File: src/rtl/neuai_led_pkg.sv
// Shared constants for the LED breathing controller: mode codes, LED-off pattern, default timing.
package neuai_led_pkg;

   localparam logic [1:0] MODE_OFF   = 2'd0;
   localparam logic [1:0] MODE_ALL   = 2'd1;
   localparam logic [1:0] MODE_CHASE = 2'd2;
   localparam logic [1:0] MODE_ALT   = 2'd3;

   localparam logic [3:0] LED_OFF = 4'b1111;

   localparam int unsigned TICK_DIV_DEF        = 50;
   localparam int unsigned PWM_STEPS_DEF       = 1000;
   localparam int unsigned CNT_W_DEF           = 10;
   localparam int unsigned DEBOUNCE_CYCLES_DEF = 1000000;

   typedef enum logic {DirUp, DirDown} dir_e;

endpackage

File: src/rtl/neuai_key_debounce.sv
// Key conditioner: 2-flop synchronizer, stability counter and one-cycle pulse on a debounced press
// (1->0). The raw key is active-low and idles high.
module neuai_key_debounce #(
   parameter int unsigned DebounceCycles = 4
) (
   input  logic clk_i,
   input  logic rst_i,
   input  logic key_ni,
   output logic press_o
);

   localparam int unsigned CntW = $clog2(DebounceCycles + 1);
   localparam logic [CntW-1:0] CntLast = CntW'(DebounceCycles - 1);

   logic [1:0]      sync_q, sync_d;
   logic            stable_q, stable_d;
   logic            press_q, press_d;
   logic [CntW-1:0] cnt_q, cnt_d;

   always_comb begin
      sync_d   = {sync_q[0], key_ni};
      stable_d = stable_q;
      cnt_d    = '0;
      // Any sample that agrees with the debounced level restarts the count.
      if (sync_q[1] != stable_q) begin
         if (cnt_q == CntLast) begin
            stable_d = sync_q[1];
         end else begin
            cnt_d = cnt_q + 1'b1;
         end
      end
      press_d = stable_q & ~stable_d;
   end

   always_ff @(posedge clk_i or posedge rst_i) begin
      if (rst_i) begin
         sync_q   <= 2'b11;
         stable_q <= 1'b1;
         press_q  <= 1'b0;
         cnt_q    <= '0;
      end else begin
         sync_q   <= sync_d;
         stable_q <= stable_d;
         press_q  <= press_d;
         cnt_q    <= cnt_d;
      end
   end

   assign press_o = press_q;

endmodule

File: src/rtl/neuai_led_breath_ctrl.sv
// Four-LED breathing controller: shared duty ramp + PWM compare routed by a key-selected mode.
// Define LED_GAMMA_EN to square-law shape the compare value (w_duty stays linear).
module neuai_led_breath_ctrl
   import neuai_led_pkg::*;
#(
   parameter int unsigned TICK_DIV        = TICK_DIV_DEF,
   parameter int unsigned PWM_STEPS       = PWM_STEPS_DEF,
   parameter int unsigned CNT_W           = CNT_W_DEF,
   parameter int unsigned DEBOUNCE_CYCLES = DEBOUNCE_CYCLES_DEF
) (
   input  logic             w_clk,
   input  logic             w_rst,
   input  logic             w_key_mode,
   input  logic             w_pause,
   output logic [3:0]       w_led,
   output logic [1:0]       w_mode,
   output logic [CNT_W-1:0] w_duty,
   output logic             w_period_done
);

   localparam int unsigned      PresW   = (TICK_DIV > 1) ? $clog2(TICK_DIV) : 1;
   localparam logic [PresW-1:0] PresMax = PresW'(TICK_DIV - 1);
   localparam logic [CNT_W-1:0] CntMax  = CNT_W'(PWM_STEPS - 1);

   logic [PresW-1:0] presc_q, presc_d;
   logic [CNT_W-1:0] pwm_cnt_q, pwm_cnt_d;
   logic [CNT_W-1:0] duty_q, duty_d;
   dir_e             dir_q, dir_d;
   logic [1:0]       mode_q, mode_d;
   logic [1:0]       active_q, active_d;
   logic [3:0]       led_q, led_d;
   logic [CNT_W-1:0] cmp, cmp_c;
   logic             tick, period_done, press, on, on_c;

   function automatic logic [CNT_W-1:0] shape(input logic [CNT_W-1:0] d);
`ifdef LED_GAMMA_EN
      logic [2*CNT_W-1:0] prod;
      prod = {{CNT_W{1'b0}}, d} * {{CNT_W{1'b0}}, d};
      return prod[2*CNT_W-1:CNT_W];
`else
      return d;
`endif
   endfunction

   neuai_key_debounce #(
      .DebounceCycles(DEBOUNCE_CYCLES)
   ) u_key_debounce (
      .clk_i  (w_clk),
      .rst_i  (w_rst),
      .key_ni (w_key_mode),
      .press_o(press)
   );

   always_comb begin
      tick        = (presc_q == PresMax);
      presc_d     = tick ? '0 : presc_q + 1'b1;
      pwm_cnt_d   = pwm_cnt_q;
      if (tick) begin
         pwm_cnt_d = (pwm_cnt_q == CntMax) ? '0 : pwm_cnt_q + 1'b1;
      end
      period_done = tick && (pwm_cnt_q == CntMax);
   end

   // Ramp sequencer; a press outranks the period-end update in the same cycle.
   always_comb begin
      mode_d   = mode_q;
      duty_d   = duty_q;
      dir_d    = dir_q;
      active_d = active_q;
      if (press) begin
         mode_d   = mode_q + 2'd1;
         duty_d   = '0;
         dir_d    = DirUp;
         active_d = '0;
      end else if (period_done && !w_pause) begin
         unique case (dir_q)
            DirUp: begin
               if (duty_q < CntMax) begin
                  duty_d = duty_q + 1'b1;
               end else begin
                  dir_d  = DirDown;
                  duty_d = CntMax - 1'b1;
               end
            end
            DirDown: begin
               if (duty_q != '0) begin
                  duty_d = duty_q - 1'b1;
               end else begin
                  dir_d    = DirUp;
                  duty_d   = CNT_W'(1);
                  active_d = active_q + 2'd1;
               end
            end
         endcase
      end
   end

   always_comb begin
      cmp   = shape(duty_q);
      cmp_c = shape(CntMax - duty_q);
      on    = (pwm_cnt_q < cmp);
      on_c  = (pwm_cnt_q < cmp_c);
      led_d = LED_OFF;
      unique case (mode_q)
         MODE_ALL:   led_d = {4{~on}};
         MODE_CHASE: led_d[active_q] = ~on;
         MODE_ALT:   led_d = {~on_c, ~on, ~on_c, ~on};
         default:    led_d = LED_OFF;
      endcase
   end

   always_ff @(posedge w_clk or posedge w_rst) begin
      if (w_rst) begin
         presc_q   <= '0;
         pwm_cnt_q <= '0;
         duty_q    <= '0;
         dir_q     <= DirUp;
         mode_q    <= MODE_OFF;
         active_q  <= '0;
         led_q     <= LED_OFF;
      end else begin
         presc_q   <= presc_d;
         pwm_cnt_q <= pwm_cnt_d;
         duty_q    <= duty_d;
         dir_q     <= dir_d;
         mode_q    <= mode_d;
         active_q  <= active_d;
         led_q     <= led_d;
      end
   end

   assign w_led         = led_q;
   assign w_mode        = mode_q;
   assign w_duty        = duty_q;
   assign w_period_done = period_done;

endmodule

File: config.mk
export PLATFORM = sky130hd
export DESIGN_NAME = neuai_led_breath_ctrl
export DESIGN_NICKNAME = d
export VERILOG_FILES = /design/src/rtl/neuai_led_pkg.sv /design/src/rtl/neuai_key_debounce.sv /design/src/rtl/neuai_led_breath_ctrl.sv
export SDC_FILE = /design/constraint.sdc
export NUM_CORES = 1
export LEC_CHECK = 0
export BUFFER_PORTS_ARGS = -buffer_cell sky130_fd_sc_hd__buf_2
export CORE_MARGIN = 2
export CORE_UTILIZATION = 30
export CTS_BUF_LIST = sky130_fd_sc_hd__clkbuf_4
export CTS_CLUSTER_SIZE = 14
export DETAILED_ROUTE_END_ITERATION = 10
export PLACE_DENSITY = 0.52
export SYNTH_ARGS = -nofsm -noshare
export SYNTH_HDL_FRONTEND = slang
export SYNTH_SLANG_ARGS = --single-unit
File: constraint.sdc
create_clock -name w_clk -period 3.2 [get_ports w_clk]
set_input_delay 0.16 -clock w_clk [delete_from_list [all_inputs] [get_ports w_clk]]
set_output_delay 0.16 -clock w_clk [all_outputs]
set_load 0.05 [all_outputs]
---- Word level (Yosys, flattened, before mapping) ----
Cells that the tools add are included.
word-level totals
  register bits ........................... 59
  latch bits .............................. 0
  memory bits (writable) .................. 0
  ROM bits ................................ 0
  input port bits ......................... 4
  memories kept ........................... 0
cells by class
  add/sub/neg operators ................... 8
  multipliers ............................. 0
  div/mod/pow operators ................... 0
  $lt $le $gt $ge ......................... 5
  equal/unequal tests ..................... 8
  shifts and indexed selects .............. 0
  multiplexer cells ....................... 23
  bitwise operators ....................... 7
  reduce and logical (&&, ||, !) cells .... 8
operators with widths
  cell                      count
  $mux W10                  5
  $mux W20                  2
  $add A10 B1 Y10 const B   2
  $add A20 B1 Y20 const B   1
  $eq A20 B20 Y1 const B    1
  $lt A10 B10 Y1            2
  $pmux W10 S2              1
  $pmux W4 S3               1
  $eq A10 B10 Y1 const B    1
  $lt A10 B10 Y1 const B    1
  $reduce_bool A10 Y1       1
  $sub A10 B1 Y10 const B   1
  $sub A10 B10 Y10 const A  1
  $mux W2                   4
  $mux W1                   7
  $add A6 B1 Y6 const B     1
  $eq A6 B6 Y1 const B      1
  $mux W6                   1
  $add A2 B1 Y2 const B     2
  $eq A2 B2 Y1 const B      2
  $not A1 Y1                4
  $not A4 Y4                1
  $or A4 B4 Y4              1
  $reduce_bool A2 Y1        2
  other kinds (11)          13

---- Longest topological paths before layout ----
  word-level depth ........................ 7
  mapped depth ............................ 11

---- Hierarchy ----
Synthesis repeated with hierarchy kept, for this count alone.
unflattened totals
  cell total of the unflattened synthesis .. 403
  area total of the unflattened synthesis .. 3942.5 um2
by module, submodules not included
  module                 instances  cells an instance  area an instance (um2)  seq. area each (um2)
  neuai_led_breath_ctrl  1          295                2750.1                  880.8
  neuai_key_debounce     1          108                1192.4                  604.3

---- Worst setup path after synthesis ----
No wires, ideal clock.
  kind .................................... reg2reg
  start ................................... register duty_q[3], in the netlist w_duty[3]
  end ..................................... register led_q[1], in the netlist w_led[1]
  library setup time ...................... 0.098 ns
  data arrival time ....................... 2.477 ns
  required time ........................... 3.102 ns
  slack ................................... 0.625 ns
  cell stages (with the launch flop) ...... 11
  buffers on the path ..................... 1
  cell sequence ........................... dfrtp_1 -> clkbuf_1 -> inv_1 -> ha_1 -> nor2_1 -> xnor2_1 -> ha_1 -> a21oi_1 -> o21ai_0 -> o41ai_1 -> o21ai_0
on the way
  word-level cells in the longest chain between the ends .. 4
RTL lines
  element                                                    RTL line                                                                                  RTL
  from (decl)                                                neuai_led_breath_ctrl.sv:27                                                               logic [CNT_W-1:0] duty_q, duty_d;
  from (signal assigned)                                     neuai_led_breath_ctrl.sv:124                                                              duty_q <= duty_d;
  $sub A10 B10 Y10 / $lt A10 B10 Y1 (equally long branches)  neuai_led_breath_ctrl.sv:100, neuai_led_breath_ctrl.sv:101
  $lt A10 B10 Y1 / $not A1 Y1 (equally long branches)        neuai_led_breath_ctrl.sv:102, neuai_led_breath_ctrl.sv:105, neuai_led_breath_ctrl.sv:106
  $not A1 Y1 / $or A4 B4 Y4 (equally long branches)          n/a
  $pmux W4 S3 *                                              neuai_led_breath_ctrl.sv:104                                                              unique case (mode_q)
  named net led_d[1]                                         neuai_led_breath_ctrl.sv:31                                                               logic [3:0] led_q, led_d;
  to (signal assigned)                                       neuai_led_breath_ctrl.sv:128                                                              led_q <= led_d;
  to (decl)                                                  neuai_led_breath_ctrl.sv:31
Mark *: on every way through the listed nets, which the timed path passes. The rest lies on a longest branch.
A chain may end at the register's enable or synchronous reset.

---- Worst setup path after layout ----
  start ................................... register pwm_cnt_q[2]
  end ..................................... output port w_period_done
on the way
  word-level cells in the longest chain between the ends .. 2
RTL lines
  element                 RTL line                      RTL
  from (decl)             neuai_led_breath_ctrl.sv:26   logic [CNT_W-1:0] pwm_cnt_q, pwm_cnt_d;
  from (signal assigned)  neuai_led_breath_ctrl.sv:123  pwm_cnt_q <= pwm_cnt_d;
  $eq A10 B10 Y1          neuai_led_breath_ctrl.sv:61   period_done = tick && (pwm_cnt_q == CntMax);
  $logic_and A1 B1 Y1     neuai_led_breath_ctrl.sv:61
  to (decl)               neuai_led_breath_ctrl.sv:18   output logic w_period_done
Every way passes these cells.

==> impl_metrics.tcl <==
set metrics [dict create \
    ant_nets 0 \
    end_kind "output pin" \
    fp-row-count 41 \
    ctsResizeCount 0 \
    dieArea_um2 13500 \
    synth_top_flop_cell "dfrtp_1" \
    yosysWarningCount 0 \
    start_util_pct 30.3 \
    synthTopCellsByArea "dfrtp_1 34%, ha_1 11%, xnor2_1 5.6%" \
    wl_per_cell_um 14.9 \
    slew_headroom_pct 48.0 \
    layout_commonest_cell "dfrtp_1" \
    required_ns 3.04 \
    cts.sinks 59 \
    whs_ns 0.143 \
    r2r_slack_ns 0.55 \
    fin_crit_sh_pct 82.9 \
    cellPowerDensity_nw_per_um2 326 \
    root_buffer "clkbuf_4" \
    gr-total-overflow 0 \
    synth_top_cell_area_share_pct 34.4 \
    yosysUniqueCellTypes 58 \
    route.vias.total 3120 \
    outcome "completed" \
    skew_ns 0.0128 \
    io_buffers 20 \
    layout_common_cells "52 x dfrtp_1, 49 x nor2_1, 34 x nand2_1, 34 x ha_1, 25 x inv_1" \
    cp.arrival_ns 2.49 \
    path_clk_slew_ns 0.10 \
    post_cts_buffers 0 \
    place_area_um2 4080 \
    tightest_slew_ns 0.780 \
    via_per_inst 5.07 \
    final_util_pct 34.0 \
    power.total_mw 1.38 \
    die_h_um 116 \
    drc 0 \
    core_area_um2 12500 \
    antenna_found_initial 0 \
    stdcell_area_um2 4240 \
    drive_above_1_share_pct 12.9 \
    rsz0062_at_grt "false" \
    async_flop_share_pct 100 \
    cts_tree "yes" \
    p_leak_nw 1.83 \
    place_congestion 0.871 \
    io_pins 21 \
    diodes 0 \
    grt_pass1_wl_um 15400 \
    cp_cell_sequence "or3b_1 -> or3_1 -> nor2_1 -> buf_2" \
    cts_buffers 9 \
    ys_ff_latch 59 \
    avgSynthCellArea_um2 9.16 \
    clk_latency_ns 0.41 \
    synth-seq-area-share_pct 39.3 \
    setup_tns_ns 0 \
    die_w_um 116 \
    ir_drop_uv 155 \
    synth_edf_count 0 \
    synth.largest_area_cell "dfrtp_1" \
    holdBufCountCts 2 \
    hpwl_um 6630 \
    cts_buffer_depth 2 \
    slew_violations 0 \
    area_delta_synth_final_pct 12.0 \
    synth_area_um2 3780 \
    cp_slowest_cell "dfrtp_1" \
    grt_max_degree 31 \
    worstSetupPathType "reg2out" \
    fmax_mhz 377 \
    max_stage_delay_ns 0.49 \
    start_kind "register" \
    drtIter0Drc 179 \
    ctsHtreeMaxLevel 3 \
    grt.total_usage_pct 14.7 \
    first_global_vias 3119 \
    synth_nets 451 \
    syn_inst 413 \
    fin_nets 476 \
    max_cap_violations 0 \
    path_max_fanout 8 \
    hold_viol_final 0 \
    finalSetupViolCount 0 \
    firstDrtPassIters 4 \
    wl_um 9140 \
    fin_crit_ns 2.65 \
    holdCritPathClass "in2reg" \
]
[state kept, by name, indices dropped and copies added (netlist names)]
register / flops
u_key_debounce.sync_q: 2
presc_q: 6
pwm_cnt_q: 10
active_q: 2
w_duty: 10
dir_q: 1
w_mode: 2
w_led: 4
u_key_debounce.cnt_q: 20
u_key_debounce.press_o: 1
u_key_debounce.stable_q: 1
[cells in the mapped netlist (all sizes together), types with 3 or more instances]
library cell  number
nor4               7
dfstp              7
a21oi             10
dfrtp             52
o32ai              3
nand2             34
nand4             11
o41ai              5
o311ai             3
a22o               3
xor2              11
clkbuf            11
inv               26
nand2b             3
or2                3
nor2b              3
and3               6
ha                34
a221oi             4
buf                3
nand3             20
nor3               9
o21ai             18
nor2              49
nor3b              4
or3                4
or4                4
and4               5
a211oi             4
xnor2             24
o31ai              6
[report_power, final]
| part | leakage, nW | internal, mW | total, mW | switching, mW |
|---|---|---|---|---|
| logic | 0.991 | 0.0204 | 0.0685 | 0.0481 |
| clock network | 0.0705 | 0.252 | 0.546 | 0.294 |
| registers | 0.769 | 0.754 | 0.765 | 0.0115 |
[layout make-up]
type,count,area [um^2]
Tap cell,172,215
Fill cell,1287,8230
Multi-Input combinational cell,314,2140
Clock buffer,11,82.6
Sequential cell,59,1490
Clock inverter,5,53.8
Inverter,26,97.6
Timing Repair Buffer,28,165
[stage by stage]
stage	setup slack, ns	std cells
after floorplan	0.625	413
after global routing	0.317	615
after detailed placement	0.643	597
after global placement	0.626	597
final	0.546	615
after CTS	0.500	615
[path summary, 6_finish.rpt]
kind / startpoint / to / depth (start not counted)
worst min register to register: u_key_debounce.sync_q[0] / u_key_debounce.sync_q[1] / 0
worst max-delay path: pwm_cnt_q[2] / w_period_done / 4
max in group asynchronous: w_rst / u_key_debounce.sync_q[0] / 4
min in group asynchronous: w_rst / u_key_debounce.cnt_q[16] / 3
worst min-delay path: w_pause / w_duty[4] / 4
worst max register to register: w_duty[3] / w_led[1] / 9
[metal layers]
metal	part of all wire, %	vias to the layer above	track usage (%)
li1	-	1537	-
met1	48	1518	18.9
met2	47	49	24.0
met3	3.3	16	3.43
met4	1.7	0	5.48
met5	0	-	0
[kinds of logic after synthesis]
kind of cell               share of synthesized area (%)
DFF                                                 39.3
buffers and inverters                               4.24
muxes                                              0.563
xor gates and xnor gates                            8.11
AOI/OAI and AO/OA                                   14.1
and+or+nand+nor                                     22.4
adders and majority gates                           11.3
[worst max-delay path: cells and delay by family (launching register included)]
family	cells	cell delay (ns)
buf+inv	1	0.36
flops	1	0.49
simple gates	3	1.23
Note: power is estimated with default switching activity, not from simulation.
